### src/rtl/fp_pkg.sv
// Shared definitions for the floating-point datapath: operand class codes,
// flag bit positions and format-dependent constants.
package fp_pkg;

  typedef enum logic [1:0] {
    ZERO = 2'd0,
    NORM = 2'd1,
    INF  = 2'd2,
    NAN  = 2'd3
  } fp_class_e;

  localparam int FLAGS_W        = 4;
  localparam int FLAG_INVALID   = 3;
  localparam int FLAG_OVERFLOW  = 2;
  localparam int FLAG_UNDERFLOW = 1;
  localparam int FLAG_INEXACT   = 0;

  // Exponent bias for an EXP_W-bit exponent field.
  function automatic int fp_bias(input int exp_w);
    return (1 << (exp_w - 1)) - 1;
  endfunction

  // Canonical quiet NaN {0, all-ones exp, 1, zeros}, returned in a wide
  // vector; callers keep the low 1+EXP_W+MAN_W bits.
  function automatic logic [127:0] fp_qnan(input int exp_w, input int man_w);
    logic [127:0] v;
    v = ((128'(1) << exp_w) - 128'(1)) << man_w;
    v = v | (128'(1) << (man_w - 1));
    return v;
  endfunction

endpackage

### src/rtl/fp_round_pack.sv
// Final stage logic: round-to-nearest-even, renormalise on carry-out,
// overflow/underflow detection, special-case override and packing.
module fp_round_pack
  import fp_pkg::*;
#(
  parameter int EXP_W = 8,
  parameter int MAN_W = 23
) (
  input  logic                      sign,
  input  fp_class_e                 cls,
  input  logic signed [EXP_W+1:0]   exp,
  input  logic        [MAN_W:0]     mant,
  input  logic                      guard,
  input  logic                      rnd,
  input  logic                      sticky,
  output logic [EXP_W+MAN_W:0]      result,
  output logic [FLAGS_W-1:0]        flags
);

  localparam int W = 1 + EXP_W + MAN_W;
  localparam logic [127:0]            QNAN_FULL = fp_qnan(EXP_W, MAN_W);
  localparam logic signed [EXP_W+1:0] EXP_MAX   = (EXP_W+2)'((1 << EXP_W) - 1);
  localparam logic signed [EXP_W+1:0] EXP_ZERO  = '0;

  logic                    round_up;
  logic                    inexact;
  logic [MAN_W+1:0]        mant_r;
  logic signed [EXP_W+1:0] exp_r;
  logic [MAN_W-1:0]        frac_r;

  // Round, renormalise, then let the class code override the arithmetic.
  always_comb begin
    round_up = guard & (rnd | sticky | mant[0]);
    inexact  = guard | rnd | sticky;
    mant_r   = {1'b0, mant} + (MAN_W+2)'(round_up);
    exp_r    = exp + $signed({{(EXP_W+1){1'b0}}, mant_r[MAN_W+1]});
    frac_r   = mant_r[MAN_W+1] ? mant_r[MAN_W:1] : mant_r[MAN_W-1:0];
    result   = '0;
    flags    = '0;
    unique case (cls)
      NAN: begin
        result               = QNAN_FULL[W-1:0];
        flags[FLAG_INVALID]  = 1'b1;
      end
      INF:  result = {sign, {EXP_W{1'b1}}, {MAN_W{1'b0}}};
      ZERO: result = {sign, {(W-1){1'b0}}};
      default: begin
        if (exp_r >= EXP_MAX) begin
          result                = {sign, {EXP_W{1'b1}}, {MAN_W{1'b0}}};
          flags[FLAG_OVERFLOW]  = 1'b1;
          flags[FLAG_INEXACT]   = 1'b1;
        end else if (exp_r <= EXP_ZERO) begin
          // Both operands were normal, so the true product is non-zero.
          result                = {sign, {(W-1){1'b0}}};
          flags[FLAG_UNDERFLOW] = 1'b1;
          flags[FLAG_INEXACT]   = 1'b1;
        end else begin
          result                = {sign, exp_r[EXP_W-1:0], frac_r};
          flags[FLAG_INEXACT]   = inexact;
        end
      end
    endcase
  end

endmodule

### src/rtl/fpmul_pipe.sv
// Three-stage pipelined floating-point multiplier with valid/ready on both
// sides. S1 unpacks and multiplies, S2 normalises, S3 rounds and packs into
// the output register. Every stage may load whenever it is empty or its own
// contents move on in the same cycle, so bubbles never block upstream.
module fpmul_pipe
  import fp_pkg::*;
#(
  parameter int EXP_W = 8,
  parameter int MAN_W = 23,
  parameter int TAG_W = 4
) (
  input  logic                     clk,
  input  logic                     rst_n,
  input  logic                     in_valid,
  output logic                     in_ready,
  input  logic [EXP_W+MAN_W:0]     a,
  input  logic [EXP_W+MAN_W:0]     b,
  input  logic [TAG_W-1:0]         in_tag,
  output logic                     out_valid,
  input  logic                     out_ready,
  output logic [EXP_W+MAN_W:0]     result,
  output logic [TAG_W-1:0]         out_tag,
  output logic [FLAGS_W-1:0]       out_flags
);

  localparam int W  = 1 + EXP_W + MAN_W;
  localparam int PW = 2 * MAN_W + 2;
  localparam logic signed [EXP_W+1:0] BIAS_S  = (EXP_W+2)'(fp_bias(EXP_W));
  localparam logic signed [EXP_W+1:0] EXP_ONE = (EXP_W+2)'(1);

  function automatic fp_class_e classify(input logic [EXP_W-1:0] e,
                                         input logic [MAN_W-1:0] f);
    if (e == '0)      return ZERO;   // zero and subnormal both flush to zero
    else if (e == '1) return (f == '0) ? INF : NAN;
    else              return NORM;
  endfunction

  logic en1, en2, en3;
  logic v1, v2, v3;

  // Stage 1 registers
  logic                    sign1;
  fp_class_e               cls1;
  logic signed [EXP_W+1:0] exp1;
  logic [PW-1:0]           prod1;
  logic [TAG_W-1:0]        tag1;

  // Stage 2 registers
  logic                    sign2;
  fp_class_e               cls2;
  logic signed [EXP_W+1:0] exp2;
  logic [MAN_W:0]          mant2;
  logic                    g2, r2, s2;
  logic [TAG_W-1:0]        tag2;

  // Combinational stage outputs
  fp_class_e               ca, cb, cls_s1;
  logic signed [EXP_W+1:0] exp_s1, exp_s2;
  logic [PW-1:0]           prod_s1;
  logic [MAN_W:0]          mant_s2;
  logic                    g_s2, r_s2, s_s2;
  logic [W-1:0]            res_s3;
  logic [FLAGS_W-1:0]      flags_s3;

  assign en3       = !v3 || out_ready;
  assign en2       = !v2 || en3;
  assign en1       = !v1 || en2;
  assign in_ready  = en1;
  assign out_valid = v3;

  // S1: classify operands, resolve specials, add exponents, multiply mantissas.
  always_comb begin
    ca = classify(a[W-2:MAN_W], a[MAN_W-1:0]);
    cb = classify(b[W-2:MAN_W], b[MAN_W-1:0]);
    if (ca == NAN || cb == NAN || (ca == INF && cb == ZERO) || (ca == ZERO && cb == INF))
      cls_s1 = NAN;
    else if (ca == INF || cb == INF)
      cls_s1 = INF;
    else if (ca == ZERO || cb == ZERO)
      cls_s1 = ZERO;
    else
      cls_s1 = NORM;
    exp_s1  = $signed({2'b00, a[W-2:MAN_W]}) + $signed({2'b00, b[W-2:MAN_W]}) - BIAS_S;
    prod_s1 = {{(MAN_W+1){1'b0}}, 1'b1, a[MAN_W-1:0]} *
              {{(MAN_W+1){1'b0}}, 1'b1, b[MAN_W-1:0]};
  end

  // S2: normalise a product in [2,4) down to [1,2) and extract guard/round/sticky.
  always_comb begin
    if (prod1[PW-1]) begin
      mant_s2 = prod1[PW-1:MAN_W+1];
      g_s2    = prod1[MAN_W];
      r_s2    = prod1[MAN_W-1];
      s_s2    = |prod1[MAN_W-2:0];
      exp_s2  = exp1 + EXP_ONE;
    end else begin
      mant_s2 = prod1[PW-2:MAN_W];
      g_s2    = prod1[MAN_W-1];
      r_s2    = prod1[MAN_W-2];
      s_s2    = |prod1[MAN_W-3:0];
      exp_s2  = exp1;
    end
  end

  fp_round_pack #(
    .EXP_W (EXP_W),
    .MAN_W (MAN_W)
  ) u_round_pack (
    .sign   (sign2),
    .cls    (cls2),
    .exp    (exp2),
    .mant   (mant2),
    .guard  (g2),
    .rnd    (r2),
    .sticky (s2),
    .result (res_s3),
    .flags  (flags_s3)
  );

  // Stage 1 register: capture a new operand pair whenever S1 is free.
  always_ff @(posedge clk) begin
    if (!rst_n) begin
      v1 <= 1'b0; sign1 <= 1'b0; cls1 <= ZERO; exp1 <= '0; prod1 <= '0; tag1 <= '0;
    end else if (en1) begin
      v1 <= in_valid;
      if (in_valid) begin
        sign1 <= a[W-1] ^ b[W-1];
        cls1  <= cls_s1;
        exp1  <= exp_s1;
        prod1 <= prod_s1;
        tag1  <= in_tag;
      end
    end
  end

  // Stage 2 register: take the normalised S1 result when S2 is free.
  always_ff @(posedge clk) begin
    if (!rst_n) begin
      v2 <= 1'b0; sign2 <= 1'b0; cls2 <= ZERO; exp2 <= '0; mant2 <= '0;
      g2 <= 1'b0; r2 <= 1'b0; s2 <= 1'b0; tag2 <= '0;
    end else if (en2) begin
      v2 <= v1;
      if (v1) begin
        sign2 <= sign1;
        cls2  <= cls1;
        exp2  <= exp_s2;
        mant2 <= mant_s2;
        g2    <= g_s2;
        r2    <= r_s2;
        s2    <= s_s2;
        tag2  <= tag1;
      end
    end
  end

  // Output register: holds its contents while the consumer stalls.
  always_ff @(posedge clk) begin
    if (!rst_n) begin
      v3 <= 1'b0; result <= '0; out_tag <= '0; out_flags <= '0;
    end else if (en3) begin
      v3 <= v2;
      if (v2) begin
        result    <= res_s3;
        out_tag   <= tag2;
        out_flags <= flags_s3;
      end
    end
  end

endmodule

### config.mk
export PLATFORM = sky130hd
export DESIGN_NAME = fpmul_pipe
export DESIGN_NICKNAME = d
export VERILOG_FILES = /design/src/rtl/fp_pkg.sv /design/src/rtl/fp_round_pack.sv /design/src/rtl/fpmul_pipe.sv
export SDC_FILE = /design/constraint.sdc
export NUM_CORES = 2
export LEC_CHECK = 0
export ABC_AREA = 1
export CORE_MARGIN = 2
export CORE_UTILIZATION = 64
export DETAILED_ROUTE_END_ITERATION = 6
export PLACE_DENSITY_LB_ADDON = 0.2
export SYNTH_ARGS = -nofsm -noshare
export SYNTH_HDL_FRONTEND = slang
export SYNTH_SLANG_ARGS = --single-unit
### constraint.sdc
create_clock -name clk -period 9.2 [get_ports clk]
set_input_delay 0.92 -clock clk [delete_from_list [all_inputs] [get_ports clk]]
set_output_delay 0.92 -clock clk [all_outputs]
set_load 0.02 [all_outputs]
# == Word level (Yosys, flattened, before mapping) ==
# Index checks and enable logic that the tools add are counted.
# word_totals
output_inout_bits,42
regBits,152
in_bits,72
# classes
addsub,5
magnitude_cmp,2
eq_ne,8
n_mux,25
n_reduce_logical,26
multipliers,1
bitwise_logic,6
# op_table
cell,count
32-bit one-hot mux with 3 select lines,1
31-bit 2-to-1 mux,2
24-bit by 24-bit multiplier with 48-bit output,1
23-bit logical NOT,2
24-bit by 1-bit adder with 25-bit output,1
24-bit 2-to-1 mux,1
23-bit 2-to-1 mux,1
22-bit OR reduction,1
21-bit OR reduction,1
8-bit == test (second input constant),2
8-bit logical NOT,2
2-bit == test (second input constant),6
1-bit 2-to-1 mux,12
2-bit 2-to-1 mux,6
10-bit by 2-bit adder with 10-bit output,1
10-bit by 2-bit adder with 10-bit output (second input constant),1
10-bit by 9-bit greater-or-equal comparator with 1-bit output (second input constant),1
10-bit by 1-bit less-or-equal comparator with 1-bit output (second input constant),1
10-bit 2-to-1 mux,1
9-bit by 7-bit subtractor with 10-bit output (second input constant),1
8-bit by 8-bit adder with 9-bit output,1
1-bit logical OR,8
2-bit logical NOT,3
2-bit AND reduction,3
other kinds (7),13

# == Logic depth before layout (Yosys ltp) ==
# depth
ltp_word,9
ltp_mapped,32
ltp_nobuf,30

# == By module ==
# Synthesis repeated with hierarchy kept, for this count alone.
# hier_totals
cells_unflattened,4009
area_unflattened_um2,28441.0
# by_module_without_submodules
mod,cells_per_inst,instances,area_per_inst_um2
fpmul_pipe,3703,1,26820.7
fp_round_pack,306,1,1620.3

# == Worst setup path after synthesis ==
# No wires, ideal clock.
# synth_path
path_type,input to register
startpoint,in b[3]
endpoint,reg prod1[39]
arrival_time_ps,6564
slack_ps,2519
required_ps,9083
n_path_buf,2
cell_stages,29
setup_ps,117
path_cell_list,clkbuf_1 -> clkbuf_1 -> nand2_1 -> fa_1 -> inv_1 -> fa_1 -> inv_1 -> fa_1 -> inv_1 -> fa_1 -> inv_1 -> fa_1 -> inv_1 -> fa_1 -> inv_1 -> fa_1 -> inv_1 -> ha_1 -> nand2_1 -> nor2_1 -> inv_1 -> nor3_1 -> nand2_1 -> nand2_1 -> nand2_1 -> nand3_1 -> nand2_1 -> nor2_1 -> nor2_1
# synth_between
elab_chain_len,1
# synth_lines
element,line_no,rtl
from (decl),fpmul_pipe.sv:17,"input logic [EXP_W+MAN_W:0] b,"
24-bit by 24-bit multiplier with 48-bit output,fpmul_pipe.sv:84,"prod_s1 = {{(MAN_W+1){1'b0}}, 1'b1, a[MAN_W-1:0]} *"
to (signal assigned),fpmul_pipe.sv:130,prod1 <= prod_s1;
to (decl),fpmul_pipe.sv:45,logic [PW-1:0] prod1;
# No other way between the ends.
# A chain may end at the register's enable or synchronous reset.

# == Worst setup path after layout ==
# layout_path
startpoint,in a[19]
endpoint,reg prod1[42]
# layout_between
elab_chain_len,1
# layout_lines
element,line_no,rtl
from (decl),fpmul_pipe.sv:16,"input logic [EXP_W+MAN_W:0] a,"
24-bit by 24-bit multiplier with 48-bit output,fpmul_pipe.sv:84,
# No other way between the ends.

==> out/metrics.cfg <==
[outcome]
status=finished, final reports clean

[detailed_routing]
drc_errors=0
top_layer_used=met4
wl_met3_mm=5.55
dr_total_vias=23654
routed_via_density=5.41
drt-met1-wl_mm=28.6
post_drt_wl_per_cell_um=16.3
drtIter0Drc=1961
dr.pass1.iters=6
drt_wl_total_mm=71.2
wl_met2_mm=34.0
final_antenna_net_count=0

[global_route]
grt_pass1_vias=24562
antenna_found_initial=0
grt-ovfl-total=0
grt_usage_pct=34.0
grt_pass1_wl_mm=120
grt_max_degree=82

[job]
max-cap-violations=0

[worst_setup_path]
cp_max_fo=25
crit_arrival_ns=7.93
critical_path_class=input pin to register
endpoint_kind=register
start_kind=input pin
crit_required_ns=9.52

[timing]
finalHoldViolCount=0
fmax_ghz=0.132
fin_ws_ns=1.60
maxSlewHeadroom_pct=9.40
clock_skew_ns=0.00737
period_share_pct=82.7
setup_viol_count_final=0
tightest_slew_ns=1.35
rsz0062_at_grt=false
fin_crit_ns=7.60
fin_setup_tns_ns=0
slew_viol_final=0

[place]
portBuffers=113
place_area_um2=29100
dpl_worst_slack_ns=1.25
gp_congestion=0.949
place_hpwl_mm=57.1

[clocking]
cts_sinks=152
cts_setup_buffers=0
ctsResizeCount=0
cts_buffer_depth=2
clk_latency_ns=0.42
clock-root-buffer=clkbuf_16
cts.clk_slew.worst_paths_ns=0.07
cts_buffers=17
htreeDepth=4
tritoncts=yes
cts_hold_buffers=0

[synth]
synth.area.top_cells=fa_1 (35%), inv_1 (14%), nand2_1 (13%)
synth_largest_area_cell=fa_1
avgSynthCellArea_um2=7.26
async_flop_share_pct=0
synth_common_cells=inv_1 (1025), nand2_1 (969), fa_1 (483)
synth_area_um2=27500
yosysTopAreaCellShare_pct=35.1
yosys_warnings=0
yosysUniqueCellTypes=46
synthFlopType=dfxtp_1
syn_inst=3791
ys_seq_elements=152
synth_edf_count=0
ys_seq_area_share_pct=11.1
synth_nets=4538
synth.most_common_cell=inv_1

[finish]
syn_to_final_growth_pct=7.92
design_area_um2=29700
layout.nets=4565
drive_gt1_share_pct=3.32
fill_cells=3539

[floorplanning]
boundaryPins=114
start_util_pct=65.2
core_area_um2=42200
fp.dieH_um=211
row_count=75
dieArea_um2=44700
die_w_um=211

[min_path]
hold_path_class=register to register

## worst max-delay path, cell delays in order
cell	delay (ns)
clkdlybuf4s50_1	1.34
nand2_1	0.19
fa_1	0.59
inv_1	0.07
fa_1	0.53
inv_1	0.06
fa_1	0.50
inv_1	0.06
fa_1	0.58
fa_1	0.45
fa_1	0.51
fa_1	0.42
ha_1	0.36
a21oi_1	0.24
o21ai_0	0.23
a21oi_1	0.30
nor2_1	0.07
nor2_1	0.18
nand2_1	0.08
nand2_1	0.06
nand3_1	0.06
nand2_1	0.09
inv_1	0.04
## metrics by stage
step	utilization (%)	std cells	hold slack, ns
detailed placement	68.9	4338	0.452
CTS	70.4	4369	0.461
global route	70.4	4369	0.474
floorplan	-	3791	0.429
finish	70.4	4370	0.457
global placement	68.9	4338	0.445
## final timing paths
check	from	to	slack (ns)	depth (start not counted)
setup / recovery	a[19]	prod1[42]	1.60	23
hold / removal	prod1[2]	prod1[2]	0.46	2
setup reg to reg	g2	result[21]	5.16	21
hold reg to reg	prod1[2]	prod1[2]	0.46	2
## cells by family (layout without fill, tap and decap cells)
kind of cell / count (synthesis) / in the layout / share of synthesized area (%)
other: 0 / 1 / 0
buffers and inverters: 1186 / 1225 / 16.4
xor gates and xnor gates: 55 / 55 / 1.82
and+or+nand+nor: 1394 / 1394 / 20.6
DFF: 152 / 152 / 11.1
adders and majority gates: 675 / 675 / 43.8
AOI/OAI and AO/OA: 329 / 329 / 6.35
## area by class of cell
cell class	instances	area, um2	area share [%]
antenna	1	2.50	0.00842
clock buffer	18	439	1.48
clock inverter	13	194	0.653
inverter	1031	3870	13.0
multi-input combinational	2453	20000	67.3
sequential	152	3040	10.2
tap	539	674	2.27
timing repair buffer	163	1500	5.05
## cell usage in the layout (no fill, tap or decap), drive strengths merged
cell type and n:
nor2 239, nor4 5, dfxtp 152, clkbuf 18
or2 3, clkinv 3, fa 483, inv 1033
nand3 111, clkinvlp 4, nand3b 8, o21ai 135
a2111oi 1, diode 1, clkdlybuf4s50 112, ha 192
a21boi 1, o21a 2, a41oi 1, a211oi 2
o211ai 3, a31o 1, nand4 26, a21o 3
a21oi 143, buf 51, xnor2 22, o21bai 7
bufinv 4, a31oi 29, xor2 33, and2 2
nor3 22, nand2 978, o21ba 1
## routing by layer
layer	track usage (%)	up-vias
met5	0	-
met4	13.6	0
met3	4.85	202
met2	57.5	926
met1	44.1	11460
li1	-	11066
## state kept, by name, summed over array words and instances, names as in the netlist, 2 cells and up
register and cells:
mant2 24, result 32, cls1 2, prod1 48, cls2 2, out_flags 4, tag1 4, exp1 10
tag2 4, exp2 10, out_tag 4
Power is not shown: default switching activity piles up to over one toggle a cycle in this logic, so the estimate is an artifact.
